**config.mk**
```make
export PLATFORM = sky130hd
export DESIGN_NAME = mmio_fabric
export DESIGN_NICKNAME = d
export VERILOG_FILES = /design/src/rtl/mmio_fabric.sv
export SDC_FILE = /design/constraint.sdc
export NUM_CORES = 1
export LEC_CHECK = 0
export CELL_PAD_IN_SITES_DETAIL_PLACEMENT = 1
export CELL_PAD_IN_SITES_GLOBAL_PLACEMENT = 1
export CORE_UTILIZATION = 37
export DETAILED_ROUTE_END_ITERATION = 12
export MAX_ROUTING_LAYER = met4
export PLACE_DENSITY_LB_ADDON = 0.05
export SLEW_MARGIN = 30
export SYNTH_ARGS = -nofsm -noshare
export SYNTH_HDL_FRONTEND = slang
export SYNTH_SLANG_ARGS = --single-unit
```
**constraint.sdc**
```tcl
create_clock -name main_clk -period 6 [get_ports main_clk]
set_input_delay 0.6 -clock main_clk [delete_from_list [all_inputs] [get_ports main_clk]]
set_output_delay 0.6 -clock main_clk [all_outputs]
set_load 0.005 [all_outputs]
```
**src/rtl/mmio_fabric.sv**
```systemverilog
// mmio_fabric: routes CPU IO accesses to NUM_DEV valid/ready devices with byte steering, write-only masking and timeouts
module mmio_fabric #(
  parameter int NUM_DEV = 4,
  parameter int SEL_LSB = 20,
  parameter int SEL_W = 6,
  parameter int DEV_ADDR_W = 16,
  parameter logic [NUM_DEV-1:0] WRITE_ONLY = NUM_DEV'(1),
  parameter int unsigned TIMEOUT = 255
) (
  input  logic                    main_clk,
  input  logic                    main_rst_n,
  input  logic                    req_valid,
  output logic                    req_ready,
  input  logic [31:0]             req_addr,
  input  logic [15:0]             req_wdata,
  input  logic                    req_write,
  input  logic                    req_byte,
  output logic                    rsp_valid,
  output logic [15:0]             rsp_rdata,
  output logic                    rsp_err,
  output logic [NUM_DEV-1:0]      dev_req_valid,
  input  logic [NUM_DEV-1:0]      dev_req_ready,
  output logic [DEV_ADDR_W-1:0]   dev_addr,
  output logic [15:0]             dev_wdata,
  output logic                    dev_write,
  output logic                    dev_byte,
  input  logic [NUM_DEV-1:0]      dev_rsp_valid,
  input  logic [16*NUM_DEV-1:0]   dev_rdata
);
  localparam int IW = NUM_DEV > 1 ? $clog2(NUM_DEV) : 1;
  typedef enum logic [1:0] {IDLE, ISSUE, WAIT_RSP, RESP} state_t;
  state_t state_q;
  logic [IW-1:0] idx_q;
  logic [31:0] cnt_q, cnt_d;
  logic [15:0] rd_q, rsp_rdata_q, dev_wdata_q, sel_w, rd_fmt;
  logic err_q, rsp_err_q, rsp_valid_q, req_ready_q, dev_write_q, dev_byte_q;
  logic [NUM_DEV-1:0] dev_req_valid_q;
  logic [DEV_ADDR_W-1:0] dev_addr_q;
  logic [SEL_W-1:0] sel;
  logic sel_rdy, sel_rv, tmo, done, unused_addr;
  assign unused_addr = ^req_addr;
  always_comb begin
    sel = req_addr[SEL_LSB +: SEL_W];
    sel_rdy = 1'b0;
    sel_rv = 1'b0;
    sel_w = 16'h0;
    for (int i = 0; i < NUM_DEV; i++)
      if (int'(idx_q) == i) begin
        sel_rdy = dev_req_ready[i];
        sel_rv = dev_rsp_valid[i];
        sel_w = dev_rdata[16*i +: 16];
      end
    cnt_d = cnt_q + 32'd1;
    tmo = TIMEOUT != 0 && cnt_d == TIMEOUT;
    done = sel_rdy && (dev_write_q || sel_rv);
    rd_fmt = !dev_byte_q ? sel_w : dev_addr_q[0] ? {8'h0, sel_w[15:8]} : {8'h0, sel_w[7:0]};
  end
  always_ff @(posedge main_clk) begin
    if (!main_rst_n) begin
      state_q <= IDLE;
      idx_q <= '0;
      cnt_q <= '0;
      rd_q <= '0;
      err_q <= 1'b0;
      req_ready_q <= 1'b1;
      rsp_valid_q <= 1'b0;
      rsp_rdata_q <= '0;
      rsp_err_q <= 1'b0;
      dev_req_valid_q <= '0;
      dev_addr_q <= '0;
      dev_wdata_q <= '0;
      dev_write_q <= 1'b0;
      dev_byte_q <= 1'b0;
    end else begin
      rsp_valid_q <= 1'b0;
      case (state_q)
        IDLE: if (req_valid) begin
          cnt_q <= '0;
          rd_q <= '0;
          err_q <= 1'b0;
          req_ready_q <= 1'b0;
          idx_q <= IW'(sel);
          dev_addr_q <= req_addr[DEV_ADDR_W-1:0];
          dev_wdata_q <= req_byte ? {2{req_wdata[7:0]}} : req_wdata;
          dev_write_q <= req_write;
          dev_byte_q <= req_byte;
          if (!req_addr[31] || int'(sel) >= NUM_DEV) begin
            err_q <= 1'b1;
            state_q <= RESP;
          end else if (!req_write && WRITE_ONLY[IW'(sel)]) state_q <= RESP;
          else begin
            dev_req_valid_q <= NUM_DEV'(1) << IW'(sel);
            state_q <= ISSUE;
          end
        end
        ISSUE: begin
          cnt_q <= cnt_d;
          if (sel_rdy || tmo) dev_req_valid_q <= '0;
          if (done) begin
            if (!dev_write_q) rd_q <= rd_fmt;
            state_q <= RESP;
          end else if (tmo) begin
            err_q <= 1'b1;
            state_q <= RESP;
          end else if (sel_rdy) state_q <= WAIT_RSP;
        end
        WAIT_RSP: begin
          cnt_q <= cnt_d;
          if (sel_rv) begin
            rd_q <= rd_fmt;
            state_q <= RESP;
          end else if (tmo) begin
            err_q <= 1'b1;
            state_q <= RESP;
          end
        end
        RESP: begin
          rsp_valid_q <= 1'b1;
          rsp_rdata_q <= rd_q;
          rsp_err_q <= err_q;
          req_ready_q <= 1'b1;
          state_q <= IDLE;
        end
        default: state_q <= IDLE;
      endcase
    end
  end
  assign req_ready = req_ready_q;
  assign rsp_valid = rsp_valid_q;
  assign rsp_rdata = rsp_rdata_q;
  assign rsp_err = rsp_err_q;
  assign dev_req_valid = dev_req_valid_q;
  assign dev_addr = dev_addr_q;
  assign dev_wdata = dev_wdata_q;
  assign dev_write = dev_write_q;
  assign dev_byte = dev_byte_q;
endmodule
```
# Word level (Yosys, flattened, before mapping)
# Cells that the tools add are included.
op_classes:
  addsub: 1
  shift: 1
  order_cmp: 2
  muxes: 47
  reduce_logical: 21
  n_eq_ne: 18
ops:
  columns: ["cell", "count"]
  rows:
  - ["$mux W16", 10]
  - ["$pmux W32 S2", 1]
  - ["$pmux W16 S3", 1]
  - ["$add A32 B1 Y32 const B", 1]
  - ["$eq A32 B8 Y1 const B", 1]
  - ["$mux W32", 1]
  - ["$ne A2 B2 Y1 const B", 9]
  - ["$mux W1", 16]
  - ["$mux W2", 8]
  - ["$mux W4", 4]
  - ["$reduce_and A5 Y1", 2]
  - ["$eq A2 B2 Y1 const B", 4]
  - ["$mux W8", 1]
  - ["$pmux W2 S4", 1]
  - ["$pmux W4 S2", 1]
  - ["$ge A6 B3 Y1 const B", 1]
  - ["$reduce_and A2 Y1", 3]
  - ["$reduce_bool A2 Y1", 3]
  - ["$eq A2 B1 Y1 const B", 2]
  - ["$logic_not A2 Y1", 2]
  - ["$ne A4 B4 Y1 const B", 1]
  - ["$reduce_and A4 Y1", 1]
  - ["$shl A1 B2 Y4 const A", 1]
  - ["$logic_or A1 B1 Y1", 3]
  - ["other kinds (10)", 12]
word_totals:
  wordCells: 104
  ff_bits: 110

# Longest topological paths before layout
# Gate-level depths: netlist of the first run.
depth:
  ltp_word: 10
  mapped_depth: 11
  ltp_nobuf: 10

# Worst setup path after synthesis of the first run
# No wires, ideal clock.
synth_path:
  kind: "reg2reg"
  from: "reg cnt_q[0]"
  to: "reg dev_req_valid_q[0] (netlist: dev_req_valid[0])"
  synth_period_minus_slack_ns: 2.704
  path_slack_ns: 3.296
  path_stages_with_launch: 9
  arrival_ns: 2.566
  setup_time_ns: 0.138
  required_ns: 5.862
  n_path_buf: 0
  path_cell_list: "dfxtp_1 > ha_1 > nand3_1 > or3_1 > o31ai_1 > nand3_1 > or4_4 > o31ai_1 > a21oi_1"
synth_between:
  elab_chain_len: 5
synth_lines:
  columns: ["item", "line", "rtl"]
  rows:
  - ["start, declared", "34", "logic [31:0] cnt_q, cnt_d;"]
  - ["start signal, assigned", "97", "cnt_q <= cnt_d;"]
  - ["start signal, assigned", "108", "cnt_q <= cnt_d;"]
  - ["$add A32 B1 Y32", "53", "cnt_d = cnt_q + 32'd1;"]
  - ["$eq A32 B8 Y1", "54", "tmo = TIMEOUT != 0 && cnt_d == TIMEOUT;"]
  - ["$logic_or A1 B1 Y1", "98", "if (sel_rdy || tmo) dev_req_valid_q <= '0;"]
  - ["$ne A2 B2 Y1 (no line)", null, null]
  - ["$reduce_and A5 Y1 (no line)", null, null]
  - ["end signal, assigned", "92", "dev_req_valid_q <= NUM_DEV'(1) << IW'(sel);"]
  - ["end, declared", "37", "logic [NUM_DEV-1:0] dev_req_valid_q;"]
# Every way passes these cells.
# A chain may end at the register's enable or synchronous reset.

# Final worst setup path of the first run
# Same ends and word-level chain as after synthesis.

==> flow_metrics.tcl, run 1 <==
set metrics [dict create \
    outcome "complete, no violations" \
    crit_type "reg -> reg" \
    syn2layout_area_growth_pct 35.2 \
    pin_count 182 \
    cts_hold_buffers 0 \
    min_path_type "reg -> reg" \
    cts_max_level 3 \
    slowest_delay_ns 0.60 \
    layout.cells.non_filler 1090 \
    coreArea_mm2 0.0158 \
    place_inst 1074 \
    synth_nets 865 \
    vias_per_cell 5.44 \
    power.density_mw_per_mm2 320 \
    path_cells "ha_1 > and3_1 > nand4_1 > o31ai_1 > o211ai_1 > or4_4 > o31ai_1 > a21oi_1" \
    r2r-start "cnt_q[0]" \
    cts_resized 0 \
    clkTransAtPathRegs_ns 0.07 \
    yosysTopAreaCellShare 0.369 \
    min_period_over_period 0.584 \
    crit_required_ns 6.21 \
    synth.avg_cell_area_um2 8.14 \
    fin_nets 1000 \
    timing.fmax_mhz 285 \
    worst_ep_arrival_time_ns 3.71 \
    synth.distinct_cells 60 \
    slew_violations 0 \
    yosysSeqAreaShare 0.369 \
    ir_drop_mv 0.217 \
    antenna_found_initial 0 \
    r2r-end "dev_req_valid[0]" \
    overflow 0 \
    die_w_um 129 \
    end_kind "flip-flop" \
    cts.path.max_buffers 2 \
    drt_iter0_drc 249 \
    synth-seq-cells 110 \
    post-route-drc-count 0 \
    die_area_mm2 0.0167 \
    critPathMaxFanout 11 \
    insertedDiodeCount 0 \
    antenna_left 0 \
    synth_edf_count 0 \
    post-dp-hpwl_um 14000 \
    maxCapViolations 0 \
    reg2reg_slack_ns 2.49 \
    tns_ns 0 \
    syn_area_mm2 0.00597 \
    p_leak_uw 0.00281 \
    crit_slowest_cell "o31ai_1" \
    tritoncts "yes" \
    clkSinkCount 110 \
    post-cts-setup-buffers 0 \
    ys.flop_type "dfxtp_1" \
    first_pass_iters 4 \
    placed_cell_area_mm2 0.00776 \
    track_usage 0.247 \
    final_area_mm2 0.00808 \
    synth.area.top_cells "dfxtp_1 (37%), nand2_1 (9.1%), a21oi_1 (7.0%)" \
    cp_num_buf_inv 0 \
    grt_pass1_wl_um 31100 \
    cts_made_buffers 9 \
    start_util 0.377 \
    wire_per_inst_um 17.4 \
    async_flop_share 0 \
    die_h_um 129 \
    clk_latency_ns 0.36 \
    rows 46 \
    vias 5929 \
    root_buffer "clkbuf_16" \
    cp_top_family "compound AO/OA/AOI/OAI gates" \
    rsz0062_at_grt "no" \
    start_kind "flip-flop" \
    syn_inst 734 \
    drt_wl_total_um 19000 \
    grt_max_degree 77 \
    io_buffer_count 172 \
    critPathCapture "dev_req_valid[0]" \
    cp-startpoint "cnt_q[0]" \
    cpMostUsedCell "o31ai_1" \
    finalSetupViolations 0 \
    power.total_uw 2590 \
    grt_pass1_vias 6268 \
    synthTopCellsByCount "nand2_1 (145), dfxtp_1 (110), a21oi_1 (83)" \
    ys_warn_count 0 \
    hold_violations 0 \
    dp_slack_ns 2.50 \
    gp_congestion 0.831 \
    yosys.area.top_type "dfxtp_1" \
    slew_headroom 0.428 \
    skew_ns 0.00980 \
    period_needed_ns 3.51 \
    drive_above_1_share 0.0904 \
    fin_ws_ns 2.49 \
    yosysMostFrequentCell "nand2_1" \
    cp.depth 8 \
    tightest_slew_ns 0.850 \
    worst_r2r_path_depth 8 \
]
[metal layers]
| metal | GRT usage | routed length (µm) | part of all wire | vias up |
|---|---|---|---|---|
| li1 | - | - | - | 2898 |
| met5 | - | 0 | 0 | - |
| met1 | 0.270 | 7810 | 0.41 | 2855 |
| met2 | 0.441 | 9770 | 0.51 | 152 |
| met4 | 0.0761 | 357 | 0.019 | 0 |
| met3 | 0.0586 | 1070 | 0.056 | 24 |
[layout by cell type, fill, tap and decap left out, drive strengths merged, types with 2 or more instances in the layout]
cell,count
a211oi,11
a21oi,83
a31oi,5
and2,7
and3,5
and4,10
buf,6
clkbuf,11
clkdlybuf4s50,172
clkinvlp,2
dfxtp,110
ha,6
inv,9
mux2,11
mux2i,26
mux4,18
nand2,146
nand3,26
nand4,15
nor2,68
nor2b,4
nor3,22
nor4,8
nor4b,4
o211ai,4
o21ai,26
o31ai,7
or2,4
or3,11
or4,11
xnor2,9
[sequential cells by signal, indices dropped and copies added, names as in the netlist]
register / flops
err_q: 1
rsp_rdata: 16
rsp_err: 1
dev_wdata: 16
dev_req_valid: 4
rd_q: 16
dev_addr: 16
state_q: 2
req_ready: 1
dev_write: 1
idx_q: 2
rsp_valid: 1
cnt_q: 32
dev_byte: 1
[worst min-delay path by stage]
stage,slack (ns),start,endpoint,cells past startpoint
6_report,0.45,rd_q[3],rd_q[3],2
5_1_grt,0.48,dev_wdata[7],dev_wdata[7],2
4_1_cts,0.46,rd_q[3],rd_q[3],2
3_5_place_dp,0.45,rd_q[3],rd_q[3],2
3_3_place_gp,0.44,rd_q[2],rd_q[2],2
2_1_floorplan,0.43,rd_q[0],rd_q[0],2
[worst register-to-register path: stages, from the launching register on]
cell      delay (ns)
dfxtp_1         0.43
ha_1            0.26
and3_1          0.29
nand4_1         0.43
o31ai_1         0.40
o211ai_1        0.18
or4_4           0.59
o31ai_1         0.60
a21oi_1         0.17
[power by group]
group / internal [µW] / total, µW / switching, µW / leakage, µW
Sequential: 831 / 904 / 73.0 / 0.000894
Combinational: 420 / 1050 / 626 / 0.00177
Clock: 351 / 638 / 287 / 0.000150
Total: 1600 / 2590 / 986 / 0.00281
[metrics by stage]
step,hold slack [ns],util
2_1_floorplan,0.432,-
6_report,0.453,0.510
3_5_place_dp,0.446,0.490
5_1_grt,0.476,0.510
3_3_place_gp,0.438,0.490
4_1_cts,0.457,0.510
[final cells by class]
type | count | area, µm²
clock buffers | 11 | 253
clock inverters | 5 | 65.1
fillers | 1863 | 7750
inverters | 8 | 30.0
multi-input cells | 562 | 3490
flip-flops and latches | 110 | 2200
well taps | 216 | 270
repair buffers | 178 | 1770
[logic make-up after synthesis]
group,synth area share
AND/OR/NAND/NOR,0.280
flip-flops,0.369
AO/OA/AOI/OAI,0.145
adder cells (fa/ha/maj),0.0126
buffers and inverters,0.0478
multiplexers,0.133
XOR/XNOR,0.0132
No activity file was read; power rests on OpenSTA's default activity.
==> run 2, diff against run 1 <==
Settings changed: CORE_UTILIZATION 37 to 31.
Clock period 6 ns to 2.9 ns, I/O delays scaled along.
==> flow_metrics.tcl, run 2 (synthesized netlist as in run 1, its figures left out) <==
set metrics [dict create \
    outcome "complete, no violations" \
    final_common_cell "clkdlybuf4s50_1" \
    crit_required_ns 3.11 \
    slew_violations 0 \
    grt_pass1_wl_um 33300 \
    period_needed_ns 2.82 \
    grt_max_degree 63 \
    start_kind "flip-flop" \
    timing.fmax_mhz 355 \
    clkSinkCount 110 \
    holdPathStages 2 \
    antenna_found_initial 0 \
    tightest_slew_ns 0.681 \
    die_w_um 141 \
    antenna_left 0 \
    coreArea_mm2 0.0188 \
    fin_util 0.454 \
    die_h_um 141 \
    clk_latency_ns 0.36 \
    root_buffer "clkbuf_16" \
    vias 6160 \
    r2r-start "cnt_q[1]" \
    drive_above_1_share 0.153 \
    cts.path.max_buffers 2 \
    post-route-drc-count 0 \
    post-dp-hpwl_um 15600 \
    skew_ns 0.00853 \
    clkTransAtPathRegs_ns 0.07 \
    rows 50 \
    drt_wl_total_um 20800 \
    cts_hold_buffers 0 \
    die_area_mm2 0.0198 \
    p_leak_uw 0.00305 \
    overflow 0 \
    power.density_mw_per_mm2 627 \
    fin_ws_ns 0.0793 \
    layout_common_cells "clkdlybuf4s50_1 (172), nand2_1 (145), dfxtp_1 (104), a21oi_1 (83), nor2_1 (68)" \
    hold_start "dev_wdata[3]" \
    gp_congestion 0.881 \
    tritoncts "yes" \
    holdPathEnd "dev_wdata[3]" \
    drt_iter0_drc 205 \
    slew_headroom 0.546 \
    syn2layout_area_growth_pct 42.7 \
    end_kind "flip-flop" \
    wire_per_inst_um 17.9 \
    pin_count 182 \
    ir_drop_mv 0.358 \
    nFillCells 2260 \
    hold_violations 0 \
    fin_nets 1053 \
    insertedDiodeCount 0 \
    r2r-end "state_q[1]" \
    crit_type "reg -> reg" \
    critPathMaxFanout 6 \
    cts_made_buffers 9 \
    max_flop_register "cnt_q" \
    grt_pass1_vias 6539 \
    first_pass_iters 4 \
    vias_per_cell 5.31 \
    min_path_type "reg -> reg" \
    finalSetupViolations 0 \
    io_buffer_count 172 \
    worst_r2r_path_depth 10 \
    reg2reg_slack_ns 0.08 \
    power.total_uw 5350 \
    track_usage 0.219 \
    min_period_over_period 0.973 \
    maxCapViolations 0 \
    cts_max_level 3 \
    largest_reg_flops 32 \
    start_util 0.318 \
    dp_slack_ns -0.0519 \
    worst_ep_arrival_time_ns 3.03 \
]
## run 2: worst max path at each step
stage / startpoint / to / slack, ns
6_report: cnt_q[1] / state_q[1] / 0.08
5_1_grt: cnt_q[1] / state_q[0] / -0.07
4_1_cts: cnt_q[10] / state_q[1] / 0.003
3_5_place_dp: cnt_q[1] / dev_req_valid[1] / -0.05
3_3_place_gp: cnt_q[1] / dev_req_valid[2] / -0.06
2_1_floorplan: cnt_q[0] / dev_req_valid[0] / 0.20
## run 2: through the flow
step	cells	cell area, µm²	hold WS, ns	setup TNS (ns)
5_1_grt	1161	8520	0.472	-0.317
3_5_place_dp	1138	8120	0.450	-0.213
4_1_cts	1156	8410	0.461	0
2_1_floorplan	734	5970	0.366	0
6_report	1161	8520	0.456	0
3_3_place_gp	1138	8120	0.439	-0.237
## run 2: power by group
part	switching (µW)	total [µW]	internal [µW]
Clock	598	1190	589
Combinational	1370	2310	937
Sequential	132	1850	1720
Total	2100	5350	3250
## run 2: layout make-up
class                           count  area [µm²]  area share
Clock buffer                       12         236      0.0277
Clock inverter                      4        31.3     0.00367
Inverter                            8        30.0     0.00352
Multi-Input combinational cell    562        3550       0.417
Sequential cell                   110        2210       0.260
Tap cell                          234         293      0.0343
Timing Repair Buffer              231        2170       0.254
## run 2: repair_timing
item	CTS	global route
endpoints found under the hold margin	0	0
gates cloned	0	0
resized for setup	2	17
endpoints found under the setup margin	6	7
pin swaps	0	6
buffers inserted	2	5
## run 2: critical path: stages (launching register included)
cell	delay, ns
dfxtp_4	0.38
ha_2	0.20
and3_4	0.20
nand4_1	0.27
buf_6	0.23
or4_2	0.60
o211ai_1	0.18
nor4b_2	0.12
a31oi_2	0.29
or3_1	0.16
a21oi_1	0.06
## run 2: metal layers
| metal | vias up | share of wire | GRT usage |
|---|---|---|---|
| met2 | 134 | 0.51 | 0.393 |
| met3 | 18 | 0.045 | 0.0448 |
| met5 | - | 0 | - |
| met4 | 0 | 0.011 | 0.0589 |
| li1 | 2998 | - | - |
| met1 | 3010 | 0.43 | 0.246 |
